--- src/rtl/mips_pkg.sv ---
// rtl/mips_pkg.sv - shared register-file widths and write-source encoding
package mips_pkg;

   localparam int REG_ADDR_W = 5;
   localparam int DATA_W     = 32;
   localparam logic [REG_ADDR_W-1:0] REG_ZERO = 5'd0;

   typedef enum logic {
      SRC_WB = 1'b0,
      SRC_LU = 1'b1
   } src_t;

endpackage

--- src/rtl/regfile_scoreboard.sv ---
// rtl/regfile_scoreboard.sv - pending long-latency destination tracking and busy lookup
module regfile_scoreboard #(
   parameter int ADDR_W = 5
) (
   input  logic                 clk,
   input  logic                 reset,
   input  logic                 set_en,
   input  logic [ADDR_W-1:0]    set_addr,
   input  logic                 clr_en,
   input  logic [ADDR_W-1:0]    clr_addr,
   input  logic [ADDR_W-1:0]    rd_a1,
   input  logic [ADDR_W-1:0]    rd_a2,
   output logic                 busy_a1,
   output logic                 busy_a2,
   output logic [2**ADDR_W-1:0] pending_vec
);
   import mips_pkg::*;

   localparam int NREGS = 2**ADDR_W;

   logic [NREGS-1:0] set_mask;
   logic [NREGS-1:0] clr_mask;
   logic [NREGS-1:0] pending_next;

   // Applying the set after the clear lets a fresh issue survive a same-edge commit.
   always_comb begin
      set_mask = '0;
      clr_mask = '0;
      if (set_en && (set_addr != '0)) begin
         set_mask[set_addr] = 1'b1;
      end
      if (clr_en) begin
         clr_mask[clr_addr] = 1'b1;
      end
      pending_next    = (pending_vec & ~clr_mask) | set_mask;
      pending_next[0] = 1'b0;
   end

   always_ff @(posedge clk or negedge reset) begin
      if (!reset) begin
         pending_vec <= '0;
      end else begin
         pending_vec <= pending_next;
      end
   end

   assign busy_a1 = pending_vec[rd_a1] && (rd_a1 != '0);
   assign busy_a2 = pending_vec[rd_a2] && (rd_a2 != '0);

endmodule

--- src/rtl/regfile_wb_arbiter.sv ---
// rtl/regfile_wb_arbiter.sv - write-port arbiter between writeback and long-latency unit
module regfile_wb_arbiter #(
   parameter int DATA_W       = 32,
   parameter int ADDR_W       = 5,
   parameter int STARVE_LIMIT = 4
) (
   input  logic                 clk,
   input  logic                 reset,
   input  logic                 wb_valid,
   output logic                 wb_ready,
   input  logic [ADDR_W-1:0]    wb_addr,
   input  logic [DATA_W-1:0]    wb_data,
   input  logic                 lu_valid,
   output logic                 lu_ready,
   input  logic [ADDR_W-1:0]    lu_addr,
   input  logic [DATA_W-1:0]    lu_data,
   input  logic                 pend_set,
   input  logic [ADDR_W-1:0]    pend_addr,
   input  logic [ADDR_W-1:0]    rd_a1,
   input  logic [ADDR_W-1:0]    rd_a2,
   output logic                 busy_a1,
   output logic                 busy_a2,
   output logic                 rf_we,
   output logic [ADDR_W-1:0]    rf_a3,
   output logic [DATA_W-1:0]    rf_wd3,
   output logic [2**ADDR_W-1:0] pending_vec
);
   import mips_pkg::*;

   localparam int CNT_W = $clog2(STARVE_LIMIT + 1);
   localparam logic [CNT_W-1:0] CNT_MAX = CNT_W'(STARVE_LIMIT);

   logic [CNT_W-1:0]  starve_cnt;
   logic              force_lu;
   logic              wb_xfer;
   logic              lu_xfer;
   logic [ADDR_W-1:0] sel_addr;
   logic [DATA_W-1:0] sel_data;
   src_t              rf_src;

   // Readies are gated by reset so nothing is accepted while the block is held.
   assign force_lu = lu_valid && (starve_cnt == CNT_MAX);
   assign wb_ready = reset && !force_lu;
   assign lu_ready = reset && (force_lu || !wb_valid);
   assign wb_xfer  = wb_valid && wb_ready;
   assign lu_xfer  = lu_valid && lu_ready && !wb_xfer;

   always_comb begin
      sel_addr = wb_addr;
      sel_data = wb_data;
      if (lu_xfer) begin
         sel_addr = lu_addr;
         sel_data = lu_data;
      end
   end

   always_ff @(posedge clk or negedge reset) begin
      if (!reset) begin
         starve_cnt <= '0;
      end else if (!lu_valid || lu_xfer) begin
         starve_cnt <= '0;
      end else if (starve_cnt != CNT_MAX) begin
         starve_cnt <= starve_cnt + 1'b1;
      end
   end

   // r0 writes complete the handshake but never raise the write enable.
   always_ff @(posedge clk or negedge reset) begin
      if (!reset) begin
         rf_we  <= 1'b0;
         rf_a3  <= '0;
         rf_wd3 <= '0;
         rf_src <= SRC_WB;
      end else if (wb_xfer || lu_xfer) begin
         rf_we  <= (sel_addr != '0);
         rf_a3  <= sel_addr;
         rf_wd3 <= sel_data;
         rf_src <= lu_xfer ? SRC_LU : SRC_WB;
      end else begin
         rf_we  <= 1'b0;
      end
   end

   regfile_scoreboard #(
      .ADDR_W (ADDR_W)
   ) u_scoreboard (
      .clk         (clk),
      .reset       (reset),
      .set_en      (pend_set),
      .set_addr    (pend_addr),
      .clr_en      (rf_we && (rf_src == SRC_LU)),
      .clr_addr    (rf_a3),
      .rd_a1       (rd_a1),
      .rd_a2       (rd_a2),
      .busy_a1     (busy_a1),
      .busy_a2     (busy_a2),
      .pending_vec (pending_vec)
   );

endmodule
--- config.mk ---
export PLATFORM = sky130hd
export DESIGN_NAME = regfile_wb_arbiter
export DESIGN_NICKNAME = d
export VERILOG_FILES = /design/src/rtl/mips_pkg.sv /design/src/rtl/regfile_scoreboard.sv /design/src/rtl/regfile_wb_arbiter.sv
export SDC_FILE = /design/constraint.sdc
export NUM_CORES = 1
export LEC_CHECK = 0
export BUFFER_PORTS_ARGS = -buffer_cell sky130_fd_sc_hd__clkbuf_2
export CAP_MARGIN = 20
export CORE_ASPECT_RATIO = 1.2
export CORE_MARGIN = 2
export CORE_UTILIZATION = 52
export CTS_CLUSTER_SIZE = 12
export DETAILED_ROUTE_END_ITERATION = 10
export GPL_TIMING_DRIVEN = 0
export MAX_ROUTING_LAYER = met4
export PLACE_DENSITY = 0.86
export SYNTH_ARGS = -nofsm -noshare
export SYNTH_HDL_FRONTEND = slang
export SYNTH_SLANG_ARGS = --single-unit
--- constraint.sdc ---
create_clock -name clk -period 2.7 [get_ports clk]
set_clock_uncertainty 0.1 [all_clocks]
set_input_delay 0.27 -clock clk [delete_from_list [all_inputs] [get_ports clk]]
set_output_delay 0.27 -clock clk [all_outputs]
set_load 0.03 [all_outputs]
==> results.cfg, run 1 <==
[grt]
grt_use_total_pct = 29.1
grt_max_degree = 71
met2_usage_pct = 50.1
busiest_layer = met2
overflow = 0
met3_usage_pct = 7.14
first_global_vias = 3932
grt_pass1_wl_um = 18600
antenna_found_initial = 0
grt_use_met1_pct = 33.4

[timing]
setup_viol = 0
hold_ws_ps = 112
timing.fmax_ghz = 0.412
slew_headroom_pct = 65.6
period_needed_ps = 2430
period_share_pct = 89.9
hold_viol = 0
fin_ws_ps = 272
worst-slew-pin-transition_ps = 511
grt_setup_unrepaired = no
drv_slew = 0

[cts]
root_buffer = clkbuf_8
max-clock-path-buffers = 2
htreeDepth = 3
insertion_delay_ps = 340
cts_buffers = 9
path_clk_slew_ps = 80
postCtsSetupBuffers = 0
cts.sinks = 73
cts_tree = built

[synth]
yosysTopAreaCellShare_pct = 46.4
synth-edff-count = 0
syn_area_mm2 = 0.00394
synthDistinctLibCells = 49
synth_nets = 487
async_reset_ff_share_pct = 100
synth_top_area_cell = dfrtp_1
synth-main-ff-cell = dfrtp_1
synth-seq-cells = 73
synth_cells = 391
yosysWarnings = 0
yosysMostFrequentCell = o21ai_0
synth_seq_area_share_pct = 46.4
synthTopCellsByArea = dfrtp_1 46%, o21ai_0 13%, mux2i_1 12%
avgSynthCellArea_um2 = 10.1
yosys-top-cells-count = 100 x o21ai_0, 73 x dfrtp_1, 49 x mux2i_1

[cells_and_area]
final_nets = 664
instances_no_fill = 663
diodes = 0
fin_area_mm2 = 0.00514
syn2layout_area_growth_pct = 30.6
postLayoutCoreUtil_pct = 70.3
drive_gt1_share_pct = 36.1

[setup_path]
cpMaxStageDelayCell = dfrtp_1
worstPathMaxFanout = 4
path_cells = mux2_1, o311ai_0, a221oi_1, a221o_1, clkbuf_2
cp.arrival_ps = 2060
critPathMaxStageDelay_ps = 410
crit_type = reg2out
worst_setup_path_start_kind = flop
setup.worst_path.end_class = output port
required_ps = 2330

[route]
first_pass_iters = 5
wl_um = 11600
num_vias = 3869
drc = 0
first_iter_violations = 274
antenna_left = 0
wl_per_cell_um = 17.5
via_per_inst = 5.84

[die]
io_pins = 168
die_height_um = 99.3
core_area_mm2 = 0.00732
die_area_mm2 = 0.00829
die_w_um = 83.4
start_util_pct = 53.8
std_cell_rows = 34

[job]
cap_violations = 0

[placed_design]
place_ws_ps = 544
gp_congestion = 0.914
dpl.hpwl_um = 9150
dp.cells = 646
placed_area_mm2 = 0.00490
portBuffers = 164

[hold_path]
holdCritPathClass = in2reg

[power_and_ir_drop]
p_per_area_mw_per_mm2 = 667
ir_drop_mv = 0.449
p_leak_uw = 0.00230

[outcome]
status = completed
## worst max-delay path, delay by kind of cell, from the launching register on
family | cells | cell delay [ps]
AO/OA/AOI/OAI | 3 | 820
buffers and inverters | 1 | 180
flip-flops | 1 | 410
multiplexers | 1 | 300
## placed cells by master, fill, tap and decap left out, drive strengths merged, types with 3 or more instances in the layout
cell,synthesis,final
clkbuf,9,185
nand3b,8,8
dfrtp,73,73
nor2,8,8
o21ai,100,100
inv,4,4
mux2,8,8
buf,15,16
or3b,3,3
nor2b,5,5
or3,3,3
mux2i,49,49
nand2,48,48
mux4,4,4
nor3,3,3
nand3,7,7
a311oi,3,3
a2111oi,4,4
## path summary, 6_finish.rpt
path                            cells after the start  slack, ps                            to                    startpoint
worst min register to register                      2        390                    rf_wd3[23]                    rf_wd3[23]
worst max register to register                      7        780                      rf_a3[4]                 starve_cnt[0]
min in group asynchronous                           2        200                 starve_cnt[2]                         reset
max in group asynchronous                           3       1760  u_scoreboard.pending_vec[16]                         reset
worst min-delay path                                3        110                    rf_wd3[20]                   lu_data[20]
worst max-delay path                                5        270                       busy_a1  u_scoreboard.pending_vec[26]
## state kept, by name, summed over array words and instances (netlist names)
signal                    count
rf_a3                         5
rf_wd3                       32
u_scoreboard.pending_vec     31
rf_src                        1
starve_cnt                    3
rf_we                         1
## power breakdown
part | switching (uW) | leakage [uW] | internal, uW
registers | 151 | 0.000809 | 1260
clock network | 410 | 0.000109 | 571
logic | 682 | 0.00139 | 357
total | 1240 | 0.00230 | 2180
## what timing repair did
| item | 4_1_cts | 5_1_grt |
|---|---|---|
| hold buffers | 1 | 0 |
| gates resized for setup | 0 | 0 |
| hold endpoints to repair | 73 | 0 |
## through the flow
stage	power [uW]	TNS (ps)
3_5_place_dp	2460	0
6_report	3430	0
3_3_place_gp	2420	-20620
4_1_cts	3440	0
2_1_floorplan	2060	0
5_1_grt	3600	0
## routing by layer
layer | part of all wire (%) | wire length (um) | vias to the layer above
met4 | 1.8 | 211 | 0
li1 | - | - | 1796
met1 | 40 | 4580 | 1883
met5 | 0 | 0 | -
met2 | 52 | 6040 | 169
met3 | 6.6 | 762 | 21
## logic make-up (layout without fill, tap and decap cells)
kind of cell	Yosys count	after routing	synth area share, %
AOI/OAI and AO/OA	125	125	18.2
DFF	73	73	46.4
and+or+nand+nor	100	100	13.1
buffers and inverters	28	210	4.00
other	1	1	0.0952
adders and majority gates	2	2	0.635
xor gates and xnor gates	1	1	0.222
muxes	61	61	17.4
## final cells by class
| cell class | instances | area [um2] |
|---|---|---|
| plain buffers | 24 | 143 |
| clock buffers | 12 | 155 |
| clock inverters | 4 | 75.1 |
| fillers | 581 | 2180 |
| inverters | 4 | 15.0 |
| multi-input cells | 290 | 1950 |
| flip-flops and latches | 73 | 1830 |
| well taps | 90 | 113 |
| repair buffers | 166 | 861 |
No activity file was read; power rests on OpenSTA's default activity.
==> inputs of run 2 (changes only) <==
--- a/config.mk
+++ b/config.mk
@@ -5,7 +5,7 @@
 export SDC_FILE = /design/constraint.sdc
 export NUM_CORES = 1
 export LEC_CHECK = 0
-export BUFFER_PORTS_ARGS = -buffer_cell sky130_fd_sc_hd__clkbuf_2
+export BUFFER_PORTS_ARGS = -buffer_cell sky130_fd_sc_hd__buf_2
 export CAP_MARGIN = 20
 export CORE_ASPECT_RATIO = 1.2
 export CORE_MARGIN = 2
==> results.cfg, run 2 (same netlist as run 1, synthesis figures left out) <==
[hold_path]
holdCritPathClass = in2reg
min_path_cells = 3

[cts]
root_buffer = clkbuf_8
cts_buffers = 9
postCtsSetupBuffers = 0
cts_tree = built
insertion_delay_ps = 340
max-clock-path-buffers = 2
path_clk_slew_ps = 80
cts.sinks = 73
htreeDepth = 3

[grt]
antenna_found_initial = 0
grt_use_total_pct = 29.0
first_global_vias = 3972
overflow = 0
grt_pass1_wl_um = 18800
grt_max_degree = 78

[power_and_ir_drop]
p_per_area_mw_per_mm2 = 678
p_leak_uw = 0.00224
ir_drop_mv = 0.434

[route]
first_pass_iters = 5
drt-met1-wl_um = 4620
antenna_left = 0
drc = 0
dr.max_layer_used = met4
first_iter_violations = 338
wl_met2_um = 6000
wl_um = 11800
num_vias = 3871
via_per_inst = 5.85
wl_per_cell_um = 17.9
wl_met3_um = 887

[setup_path]
worst_setup_path_start_kind = flop
critPathMaxStageDelay_ps = 520
worstPathMaxFanout = 4
setup.worst_path.end_class = output port
required_ps = 2330
cp.arrival_ps = 2050
path_cells = mux4_1, o22ai_1, a2111oi_1, a221o_1, buf_2
crit_type = reg2out
rr_worst_depth = 7
cpMaxStageDelayCell = mux4_1

[placed_design]
dp.cells = 645
gp_congestion = 0.915
portBuffers = 164
place_ws_ps = 201
dpl.hpwl_um = 9050

[cells_and_area]
nFillCells = 563
diodes = 0
layout_commonest_cell = buf_2
regMostFlops = rf_wd3
syn2layout_area_growth_pct = 30.3
register_area_mm2 = 0.00183
largest_reg_flops = 32
multi_input_area_mm2 = 0.00195
instances_no_fill = 662
reg.largest.list = rf_wd3: 32 flops, u_scoreboard.pending_vec: 31 flops, rf_a3: 5 flops
drive_gt1_share_pct = 36.2
layout_common_cells = 169 x buf_2, 100 x o21ai_0, 73 x dfrtp_1, 49 x mux2i_1, 48 x nand2_1
final_nets = 663

[timing]
slew_headroom_pct = 54.2
fin_ws_ps = 281
drv_slew = 0
grt_setup_unrepaired = no
hold_viol = 0
setup_viol = 0
worst-slew-pin-transition_ps = 687
period_share_pct = 89.6
period_needed_ps = 2420
timing.fmax_ghz = 0.413

[die]
std_cell_rows = 34
die_w_um = 83.4
die_height_um = 99.3
io_pins = 168
start_util_pct = 53.8
core_area_mm2 = 0.00732
die_area_mm2 = 0.00829

[job]
cap_violations = 0

[outcome]
status = completed
-- run 2: cell count changes in the layout (fill, tap and decap cells not counted), sizes merged --
cell | previous run | this run
clkbuf | 185 | 18
buf | 16 | 179
clkinv | 0 | 2
bufinv | 2 | 3
-- run 2: per-stage QoR --
stage	utilization, %	setup TNS, ps	instance area, um2	hold WS [ps]	power, uW
3_3_place_gp	66.6	-14180	4870	358	2410
3_5_place_dp	66.6	0	4870	366	2450
2_1_floorplan	-	0	3940	-126	2060
4_1_cts	70.1	0	5130	97.0	3490
5_1_grt	70.1	0	5130	115	3640
6_report	70.1	0	5130	113	3480
-- run 2: worst max-delay path, delay by kind of cell (launching register included) --
kind | cells | cell delay, ps
flip-flops | 1 | 420
buffers and inverters | 1 | 180
AO/OA/AOI/OAI | 3 | 590
multiplexers | 1 | 520
-- run 2: report_power, final --
| group | leakage, uW | total [uW] | switching (uW) | internal (uW) |
|---|---|---|---|---|
| clock network | 0.000115 | 1040 | 423 | 613 |
| registers | 0.000809 | 1400 | 145 | 1260 |
| logic | 0.00132 | 1040 | 683 | 358 |
-- run 2: repair_timing --
item                                    4_1_cts  5_1_grt
hold buffers                                  1        0
endpoints found under the setup margin        0       38
endpoints found under the hold margin        50        0
gates resized for setup                       0        1
-- run 2: routing by layer --
layer | up-vias | track usage (%)
met1 | 1829 | 33.3
met2 | 213 | 50.2
met3 | 35 | 5.73
li1 | 1794 | -
met5 | - | -
met4 | 0 | 11.7
-- run 2: worst paths after layout --
path / end / slack, ps / start
worst max-delay path: busy_a2 / 280 / u_scoreboard.pending_vec[11]
worst min-delay path: rf_wd3[22] / 110 / wb_data[22]
worst max register to register: rf_wd3[20] / 830 / starve_cnt[0]
worst min register to register: rf_wd3[3] / 380 / rf_wd3[3]
max in group asynchronous: u_scoreboard.pending_vec[14] / 1610 / reset
min in group asynchronous: rf_wd3[7] / 410 / reset
-- run 2: area by class of cell --
class,count,share of cell area (%)
sequential,73,35.6
buffer,24,2.78
timing repair buffer,165,16.3
tap,90,2.20
clock inverter,7,2.32
multi-input combinational,290,38.1
clock buffer,9,2.41
inverter,4,0.293
==> inputs of run 3 (changes only) <==
--- a/config.mk
+++ b/config.mk
@@ -7,14 +7,16 @@
 export LEC_CHECK = 0
 export BUFFER_PORTS_ARGS = -buffer_cell sky130_fd_sc_hd__buf_2
 export CAP_MARGIN = 20
+export CELL_PAD_IN_SITES_DETAIL_PLACEMENT = 1
+export CELL_PAD_IN_SITES_GLOBAL_PLACEMENT = 2
 export CORE_ASPECT_RATIO = 1.2
 export CORE_MARGIN = 2
-export CORE_UTILIZATION = 52
+export CORE_UTILIZATION = 30
 export CTS_CLUSTER_SIZE = 12
 export DETAILED_ROUTE_END_ITERATION = 10
 export GPL_TIMING_DRIVEN = 0
 export MAX_ROUTING_LAYER = met4
-export PLACE_DENSITY = 0.86
+export PLACE_DENSITY_LB_ADDON = 0.1
 export SYNTH_ARGS = -nofsm -noshare
 export SYNTH_HDL_FRONTEND = slang
 export SYNTH_SLANG_ARGS = --single-unit
==> results.cfg, run 3 (same netlist as run 1, synthesis figures left out) <==
[outcome]
status = completed

[grt]
grt_max_degree = 54
busiest_layer = met2
grt_use_met1_pct = 23.0
antenna_found_initial = 0
grt_pass1_wl_um = 21300
met3_usage_pct = 4.78
met2_usage_pct = 35.9
first_global_vias = 4084
overflow = 0
grt_use_total_pct = 20.3

[setup_path]
path_cells = mux2_1, o311ai_0, a221oi_1, a221o_1, buf_2
worst_setup_path_start_kind = flop
critical_path_buf_inv_count = 1
worstPathMaxFanout = 4
crit_cells = 5
required_ps = 2330
rr_worst_depth = 7
cp.arrival_ps = 2070
cpMaxStageDelayCell = dfrtp_1
setup.worst_path.end_class = output port
cp_top_family = compound AO/OA/AOI/OAI gates
crit_type = reg2out
critPathMaxStageDelay_ps = 420

[cells_and_area]
regMostFlops = rf_wd3
register_area_mm2 = 0.00183
final_nets = 664
reg.largest.list = rf_wd3: 32 flops, u_scoreboard.pending_vec: 31 flops, rf_a3: 5 flops
largest_reg_flops = 32
layout_common_cells = 169 x buf_2, 100 x o21ai_0, 73 x dfrtp_1, 49 x mux2i_1, 48 x nand2_1
drive_gt1_share_pct = 36.3
nFillCells = 1561
fin_area_mm2 = 0.00530
layout_commonest_cell = buf_2
diodes = 0
multi_input_area_mm2 = 0.00195
syn2layout_area_growth_pct = 34.6

[power_and_ir_drop]
p_sw_uw = 1280
power.internal_uw = 2350
pwr-share-comb_pct = 28.9
p_clk_share_pct = 32.5
swShare_pct = 35.3
seqPwrFrac_pct = 38.6
ir_drop_mv = 0.254
p_per_area_mw_per_mm2 = 686
p_total_uw = 3630
p_leak_uw = 0.00229

[route]
via_per_inst = 5.05
drc = 0
first_pass_iters = 4
first_iter_violations = 98
wl_per_cell_um = 18.1
antenna_left = 0
num_vias = 3720
wl_um = 13300

[die]
core_area_mm2 = 0.0127
io_pins = 168
std_cell_rows = 45
die_height_um = 130
die_area_mm2 = 0.0141
start_util_pct = 30.9
die_w_um = 109

[timing]
timing.fmax_ghz = 0.411
drv_slew = 0
hold_viol = 0
setup_viol = 0
grt_setup_unrepaired = no
fin_setup_tns_ps = 0
hold_ws_ps = 138
slew_headroom_pct = 66.5
period_share_pct = 90.2
period_needed_ps = 2440
worst-slew-pin-transition_ps = 501
fin_ws_ps = 264

[placed_design]
dpl.hpwl_um = 10700
place_ws_ps = 475
portBuffers = 164
gp_congestion = 0.812
placed_area_mm2 = 0.00499

[cts]
max-clock-path-buffers = 2
htreeDepth = 3
insertion_delay_ps = 320
cts_buffers = 9
root_buffer = clkbuf_16
cts.sinks = 73
cts_tree = built
postCtsSetupBuffers = 0
path_clk_slew_ps = 60

[hold_path]
holdCritPathClass = in2reg
min_path_cells = 3

[job]
cap_violations = 0
## run 3: cell types whose count changed in the layout (fill, tap and decap cells not counted), moves of 2 or more
cell and delta:
clkbuf_16 +9, clkinv_2 +3, clkbuf_8 -8, bufinv_16 -2
## run 3: worst min-delay path: cells and delay by family
family	cells	cell delay, ps
AOI/OAI and AO/OA	1	130
buffers and inverters	1	70
muxes	1	50
## run 3: final timing paths
path                       slack [ps]                           end                          from
setup / recovery                  260                       busy_a1  u_scoreboard.pending_vec[26]
min in group asynchronous         290                     rf_wd3[5]                         reset
hold / removal                    140                    rf_wd3[25]                   wb_data[25]
setup reg to reg                  760                    rf_wd3[31]                 starve_cnt[0]
hold reg to reg                   380                     rf_wd3[9]                     rf_wd3[9]
max in group asynchronous        1630  u_scoreboard.pending_vec[17]                         reset
## run 3: routing by layer
metal,vias up,share of wire (%)
met5,-,0
met4,0,0.73
met3,6,6.7
met2,135,52
met1,1788,40
li1,1791,-
## run 3: cell type report
type	count	share of cell area (%)
clock inverters	6	1.09
plain buffers	24	2.69
well taps	164	3.87
flip-flops and latches	73	34.5
repair buffers	166	16.2
multi-input cells	290	36.9
inverters	4	0.283
clock buffers	10	4.51
## run 3: stage by stage
stage	std cells	util, %
final	737	41.7
after CTS	737	41.7
after floorplan	391	-
after global placement	719	39.0
after detailed placement	720	39.2
after global routing	737	41.7
## run 3: repair_timing
| action | in CTS | in global routing |
|---|---|---|
| hold buffers | 1 | 0 |
| resized for setup | 0 | 0 |
| endpoints found under the hold margin | 24 | 0 |
## run 3: power groups by stage
stage / registers (uW) / logic [uW] / clock network, uW
finish: 1400 / 1050 / 1180
global route: 1430 / 1150 / 1260
CTS: 1410 / 1060 / 1210
detailed placement: 1420 / 1060 / 0
global placement: 1410 / 1040 / 0
floorplan: 1700 / 352 / 0
